### src/rtl/chopsticks_ctrl.sv
// Chopsticks finger game controller: key edge detect, page FSM,
// configurable hand count, move legality, scoring and win/draw detection.
module chopsticks_ctrl #(
    parameter int MAX_HANDS  = 5,
    parameter int MIN_HANDS  = 2,
    parameter int MOD        = 10,
    parameter int DRAW_LIMIT = 2,
    localparam int CW        = $clog2(MAX_HANDS)
) (
    input  logic                   clk,
    input  logic                   rst,
    input  logic                   tick,
    input  logic                   key_up,
    input  logic                   key_left,
    input  logic                   key_right,
    input  logic                   key_down,
    input  logic                   key_space,
    output logic [1:0]             page,
    output logic [CW:0]            hands,
    output logic [8*MAX_HANDS-1:0] status,
    output logic                   cur_row,
    output logic [CW-1:0]          cur_col,
    output logic                   sel_row,
    output logic [CW-1:0]          sel_col,
    output logic                   selecting,
    output logic                   cur_player,
    output logic [3:0]             predict,
    output logic [1:0]             game_end,
    output logic [7:0]             move_cnt
);
    localparam int NC = 2 * MAX_HANDS;
    localparam int IW = $clog2(NC);

    typedef enum logic [1:0] {PG_MAIN, PG_HELP, PG_CFG, PG_GAME} page_e;

    page_e         r_page, w_page_nxt;
    logic [4:0]    r_prev, w_lvl, w_rise;
    logic          w_up, w_left, w_right, w_down, w_space;
    logic [CW:0]   r_hands;
    logic [3:0]    r_val [NC];
    logic [3:0]    w_new [NC];
    logic          r_cur_row, r_sel_row, r_selecting, r_player;
    logic [CW-1:0] r_cur_col, r_sel_col, w_last;
    logic [1:0]    r_end, w_end_nxt;
    logic [7:0]    r_mcnt;
    logic [2:0]    r_zrun, w_zrun_nxt;
    logic [IW-1:0] w_cur_cell, w_sel_cell, w_tgt_cell, w_src_cell;
    logic [3:0]    w_tgt_val, w_src_val, w_sum;
    logic          w_game, w_enter, w_mv, w_legal;
    logic          w_row0_live, w_row1_live;

    function automatic logic [3:0] mod_add(input logic [3:0] a,
                                           input logic [3:0] b);
        logic [4:0] s;
        s = {1'b0, a} + {1'b0, b};
        if (s >= 5'(MOD)) s = s - 5'(MOD);
        return s[3:0];
    endfunction

    // One event per tick, highest-priority rising key wins
    assign w_lvl   = {key_up, key_left, key_right, key_down, key_space};
    assign w_rise  = tick ? (w_lvl & ~r_prev) : 5'd0;
    assign w_up    = w_rise[4];
    assign w_left  = w_rise[3] & ~w_rise[4];
    assign w_right = w_rise[2] & ~|w_rise[4:3];
    assign w_down  = w_rise[1] & ~|w_rise[4:2];
    assign w_space = w_rise[0] & ~|w_rise[4:1];

    always_ff @(posedge clk) begin
        if (rst) r_page <= PG_MAIN;
        else     r_page <= w_page_nxt;
    end

    always_comb begin
        w_page_nxt = r_page;
        unique case (r_page)
            PG_MAIN: begin
                if (w_up)        w_page_nxt = PG_CFG;
                else if (w_down) w_page_nxt = PG_HELP;
            end
            PG_HELP: if (w_down) w_page_nxt = PG_MAIN;
            PG_CFG: begin
                if (w_up)        w_page_nxt = PG_GAME;
                else if (w_down) w_page_nxt = PG_MAIN;
            end
            PG_GAME: if (w_space && r_end != 2'd0) w_page_nxt = PG_MAIN;
            default: w_page_nxt = PG_MAIN;
        endcase
    end

    assign w_cur_cell = IW'(r_cur_col) + (r_cur_row ? IW'(MAX_HANDS) : '0);
    assign w_sel_cell = IW'(r_sel_col) + (r_sel_row ? IW'(MAX_HANDS) : '0);
    assign w_tgt_cell = (r_sel_row == r_player) ? w_sel_cell : w_cur_cell;
    assign w_src_cell = (r_sel_row == r_player) ? w_cur_cell : w_sel_cell;
    assign w_tgt_val  = r_val[w_tgt_cell];
    assign w_src_val  = r_val[w_src_cell];
    assign w_sum      = mod_add(w_tgt_val, w_src_val);
    assign w_last     = CW'(r_hands - (CW+1)'(1));

    assign w_game  = (r_page == PG_GAME);
    assign w_enter = (r_page == PG_CFG) && w_up;
    assign w_mv    = w_game && w_space && (r_end == 2'd0) && r_selecting &&
                     (r_sel_row != r_cur_row);
    assign w_legal = w_mv && (w_tgt_val != 4'd0);

    // Win detection looks at the board as it will be after this move
    always_comb begin
        w_row0_live = 1'b0;
        w_row1_live = 1'b0;
        for (int i = 0; i < NC; i++)
            w_new[i] = (IW'(i) == w_tgt_cell) ? w_sum : r_val[i];
        for (int c = 0; c < MAX_HANDS; c++) begin
            if ((CW+1)'(c) < r_hands) begin
                if (w_new[c] != 4'd0)           w_row0_live = 1'b1;
                if (w_new[MAX_HANDS+c] != 4'd0) w_row1_live = 1'b1;
            end
        end
    end

    assign w_zrun_nxt = (w_src_val != 4'd0) ? 3'd0 :
                        (r_zrun == 3'(DRAW_LIMIT)) ? r_zrun : r_zrun + 3'd1;
    assign w_end_nxt  = !w_row0_live ? 2'd1 :
                        !w_row1_live ? 2'd2 :
                        (w_zrun_nxt == 3'(DRAW_LIMIT)) ? 2'd3 : 2'd0;

    always_ff @(posedge clk) begin
        if (rst)       r_prev <= 5'd0;
        else if (tick) r_prev <= w_lvl;
    end

    always_ff @(posedge clk) begin
        if (rst) begin
            r_hands <= (CW+1)'(MIN_HANDS);
        end else if (r_page == PG_CFG) begin
            if (w_left && r_hands > (CW+1)'(MIN_HANDS))
                r_hands <= r_hands - (CW+1)'(1);
            else if (w_right && r_hands < (CW+1)'(MAX_HANDS))
                r_hands <= r_hands + (CW+1)'(1);
        end
    end

    always_ff @(posedge clk) begin
        if (rst || w_enter) begin
            for (int i = 0; i < NC; i++) r_val[i] <= 4'd1;
            r_cur_row   <= 1'b0;
            r_cur_col   <= '0;
            r_sel_row   <= 1'b0;
            r_sel_col   <= '0;
            r_selecting <= 1'b0;
            r_player    <= 1'b0;
            r_end       <= 2'd0;
            r_mcnt      <= 8'd0;
            r_zrun      <= 3'd0;
        end else if (w_game) begin
            if (w_up || w_down) r_cur_row <= ~r_cur_row;
            if (w_left)
                r_cur_col <= (r_cur_col == '0) ? w_last : r_cur_col - CW'(1);
            if (w_right)
                r_cur_col <= (r_cur_col == w_last) ? '0 : r_cur_col + CW'(1);
            if (w_space && r_end == 2'd0) begin
                if (!r_selecting) begin
                    r_sel_row   <= r_cur_row;
                    r_sel_col   <= r_cur_col;
                    r_selecting <= 1'b1;
                end else begin
                    r_selecting <= 1'b0;
                    if (w_legal) begin
                        r_val[w_tgt_cell] <= w_sum;
                        r_player          <= ~r_player;
                        r_zrun            <= w_zrun_nxt;
                        r_end             <= w_end_nxt;
                        if (r_mcnt != 8'hFF) r_mcnt <= r_mcnt + 8'd1;
                    end
                end
            end
        end
    end

    always_comb begin
        page       = r_page;
        hands      = r_hands;
        cur_row    = r_cur_row;
        cur_col    = r_cur_col;
        sel_row    = r_sel_row;
        sel_col    = r_sel_col;
        selecting  = r_selecting;
        cur_player = r_player;
        game_end   = r_end;
        move_cnt   = r_mcnt;
        predict    = mod_add(r_val[w_cur_cell], r_val[w_sel_cell]);
        status     = '0;
        for (int i = 0; i < NC; i++) status[i*4 +: 4] = r_val[i];
    end
endmodule

### config.mk
export PLATFORM = sky130hd
export DESIGN_NAME = chopsticks_ctrl
export DESIGN_NICKNAME = d
export VERILOG_FILES = /design/src/rtl/chopsticks_ctrl.sv
export SDC_FILE = /design/constraint.sdc
export NUM_CORES = 1
export LEC_CHECK = 0
export CAP_MARGIN = 20
export CORE_MARGIN = 5
export CORE_UTILIZATION = 35
export CTS_CLUSTER_SIZE = 8
export DETAILED_ROUTE_END_ITERATION = 12
export GPL_ROUTABILITY_DRIVEN = 0
export SYNTH_ARGS = -nofsm -noshare
export SYNTH_HDL_FRONTEND = slang
export SYNTH_SLANG_ARGS = --single-unit
### constraint.sdc
create_clock -name clk -period 9.39 [get_ports clk]
set_input_delay 1.4085 -clock clk [delete_from_list [all_inputs] [get_ports clk]]
set_output_delay 1.4085 -clock clk [all_outputs]
set_load 0.02 [all_outputs]
==> flow_summary.json <==
{
  "outcome": "completed",
  "portBuffers": 77,
  "tns_ps": 0,
  "grt_start_max_net_pins": 60,
  "path_max_fanout": 38,
  "first_iter_violations": 757,
  "required_ps": 7980,
  "drive_gt1_frac": 0.0776,
  "diodes": 0,
  "worstPathArrival_ps": 5200,
  "wl_mm": 26.5,
  "cts.clk_slew.worst_paths_ps": 70,
  "avgSynthCellArea_um2": 8.49,
  "cts_sinks": 98,
  "io_pins": 78,
  "endpoint_kind": "primary output",
  "cts_resized": 0,
  "overflow": 0,
  "htree_num_levels": 3,
  "syn-num-nets": 989,
  "die_x_um": 162,
  "yosys_warnings": 0,
  "tightest_slew_ps": 973,
  "hold_viol": 0,
  "synthCells": 954,
  "finalMaxSlewViolations": 0,
  "power_density_mw_per_mm2": 102,
  "row_count": 55,
  "start_util": 0.357,
  "fin_cells": 1290,
  "final_common_cell": "nand2_1",
  "vias": 7643,
  "worstSetupPathType": "reg -> out",
  "critPathLaunchType": "register",
  "peakVddDrop_mv": 0.0772,
  "ctsLongestPathBuffers": 2,
  "fillers": 2292,
  "areaGrowthSynthToFinish_pct": 16.8,
  "min_path_cells": 2,
  "min_period_over_period": 0.703,
  "hold_buffers": 0,
  "postCtsSetupBuffers": 0,
  "grt_use_total": 0.196,
  "netlist-cell-type-count": 75,
  "insertion_delay_ps": 360,
  "dpl.cell_count": 1273,
  "ys_seq_area_frac": 0.321,
  "utilization": 0.417,
  "die_height_um": 162,
  "finalSetupViolations": 0,
  "drc": 0,
  "rr_worst_depth": 18,
  "max_freq_ghz": 0.151,
  "fin_nets": 1035,
  "slew_headroom": 0.349,
  "cts_buffers": 9,
  "maxCapViolCount": 0,
  "die-area_mm2": 0.0263,
  "grt_pass1_wl_mm": 40.7,
  "cts_tree": "done",
  "core_mm2": 0.0227,
  "final_cell_mix": "106 x nand2_1, 98 x a21oi_1, 89 x nor2_1",
  "clock-root-buffer": "clkbuf_16",
  "synth_edf_count": 64,
  "hold_class": "reg -> reg",
  "wl_per_cell_um": 20.5,
  "drt-pass1-iter-count": 6,
  "post_drt_via_cell_ratio": 5.92,
  "netlist_area_mm2": 0.00810,
  "async_reset_ff_frac": 0,
  "grt_antenna_before_repair": 0,
  "rsz0062_at_grt": "false",
  "ys_seq_elements": 98,
  "leakage_nw": 3.47,
  "grt_pass1_vias": 7120,
  "dp_hpwl_mm": 19.5,
  "synth_ff_type": "edfxtp_1",
  "finalClockSkew_ps": 15.1,
  "min_period_ps": 6600,
  "ant_nets": 0
}
==> synth_stat cells, drive strengths merged, types with 15 or more instances <==
master,n,area [µm²]
nand2,106,398
a21oi,98,490
nor2,89,334
nand2b,75,469
edfxtp,64,1920
mux2i,54,541
o21ai,46,230
clkbuf,45,169
nor3,41,205
dfxtp,34,681
ha,25,313
inv,25,93.8
mux4,20,450
a31oi,19,119
xnor2,15,139
==> report_power, final <==
part | internal, mW | switching (mW)
Sequential | 0.464 | 0.0156
Combinational | 0.0558 | 0.0667
Clock | 0.197 | 0.171
==> state kept, by name, summed over array words and instances (netlist names) <==
signal / count
r_val: 64
move_cnt: 8
r_prev: 5
hands: 4
cur_col: 3
r_zrun: 3
sel_col: 3
game_end: 2
page: 2
cur_player: 1
cur_row: 1
sel_row: 1
selecting: 1
==> critical path, cell delays in order (launching register included) <==
cell,delay [ps]
dfxtp_1,400
ha_1,260
ha_2,800
buf_4,430
mux4_2,360
mux4_2,480
ha_1,360
xnor2_1,260
ha_1,240
nand2_1,50
a21boi_0,320
mux2i_1,240
clkdlybuf4s50_1,620
==> logic make-up after synthesis <==
| group | Yosys count | share of synthesized area |
|---|---|---|
| muxes | 86 | 0.139 |
| adders and majority gates | 27 | 0.0435 |
| xor gates and xnor gates | 21 | 0.0246 |
| AOI/OAI and AO/OA | 241 | 0.184 |
| DFF | 98 | 0.321 |
| buffers and inverters | 83 | 0.0401 |
| and+or+nand+nor | 398 | 0.247 |
==> through the flow <==
stage	area (µm²)	setup WS, ps	hold slack, ps	power, mW
after floorplan	8100	2910	451	0.565
final	9460	2790	478	0.970
after global routing	9460	2480	511	1.01
after detailed placement	9170	3160	471	0.612
after CTS	9460	2780	481	0.977
after global placement	9170	3250	466	0.610
==> layout make-up <==
type | count | area, µm² | share of cell area
multi-input combinational | 773 | 5230 | 0.553
sequential | 98 | 2600 | 0.275
timing repair buffer | 93 | 891 | 0.0941
tap | 285 | 357 | 0.0377
clock buffer | 11 | 254 | 0.0268
inverter | 25 | 93.8 | 0.00992
clock inverter | 5 | 33.8 | 0.00357
==> final timing paths <==
path	start	endpoint	slack (ps)
max reg2reg	sel_row	game_end[1]	3240
max	cur_col[0]	predict[2]	2790
min reg2reg	r_zrun[1]	r_zrun[1]	480
min	r_zrun[1]	r_zrun[1]	480
==> layer usage <==
layer	GRT usage	up-vias	wire length [µm]
li1	-	3602	-
met1	0.270	3641	11300
met2	0.308	344	12000
met3	0.0365	56	2250
met4	0.0696	0	849
met5	0	-	0
No activity file was read; power rests on OpenSTA's default activity.
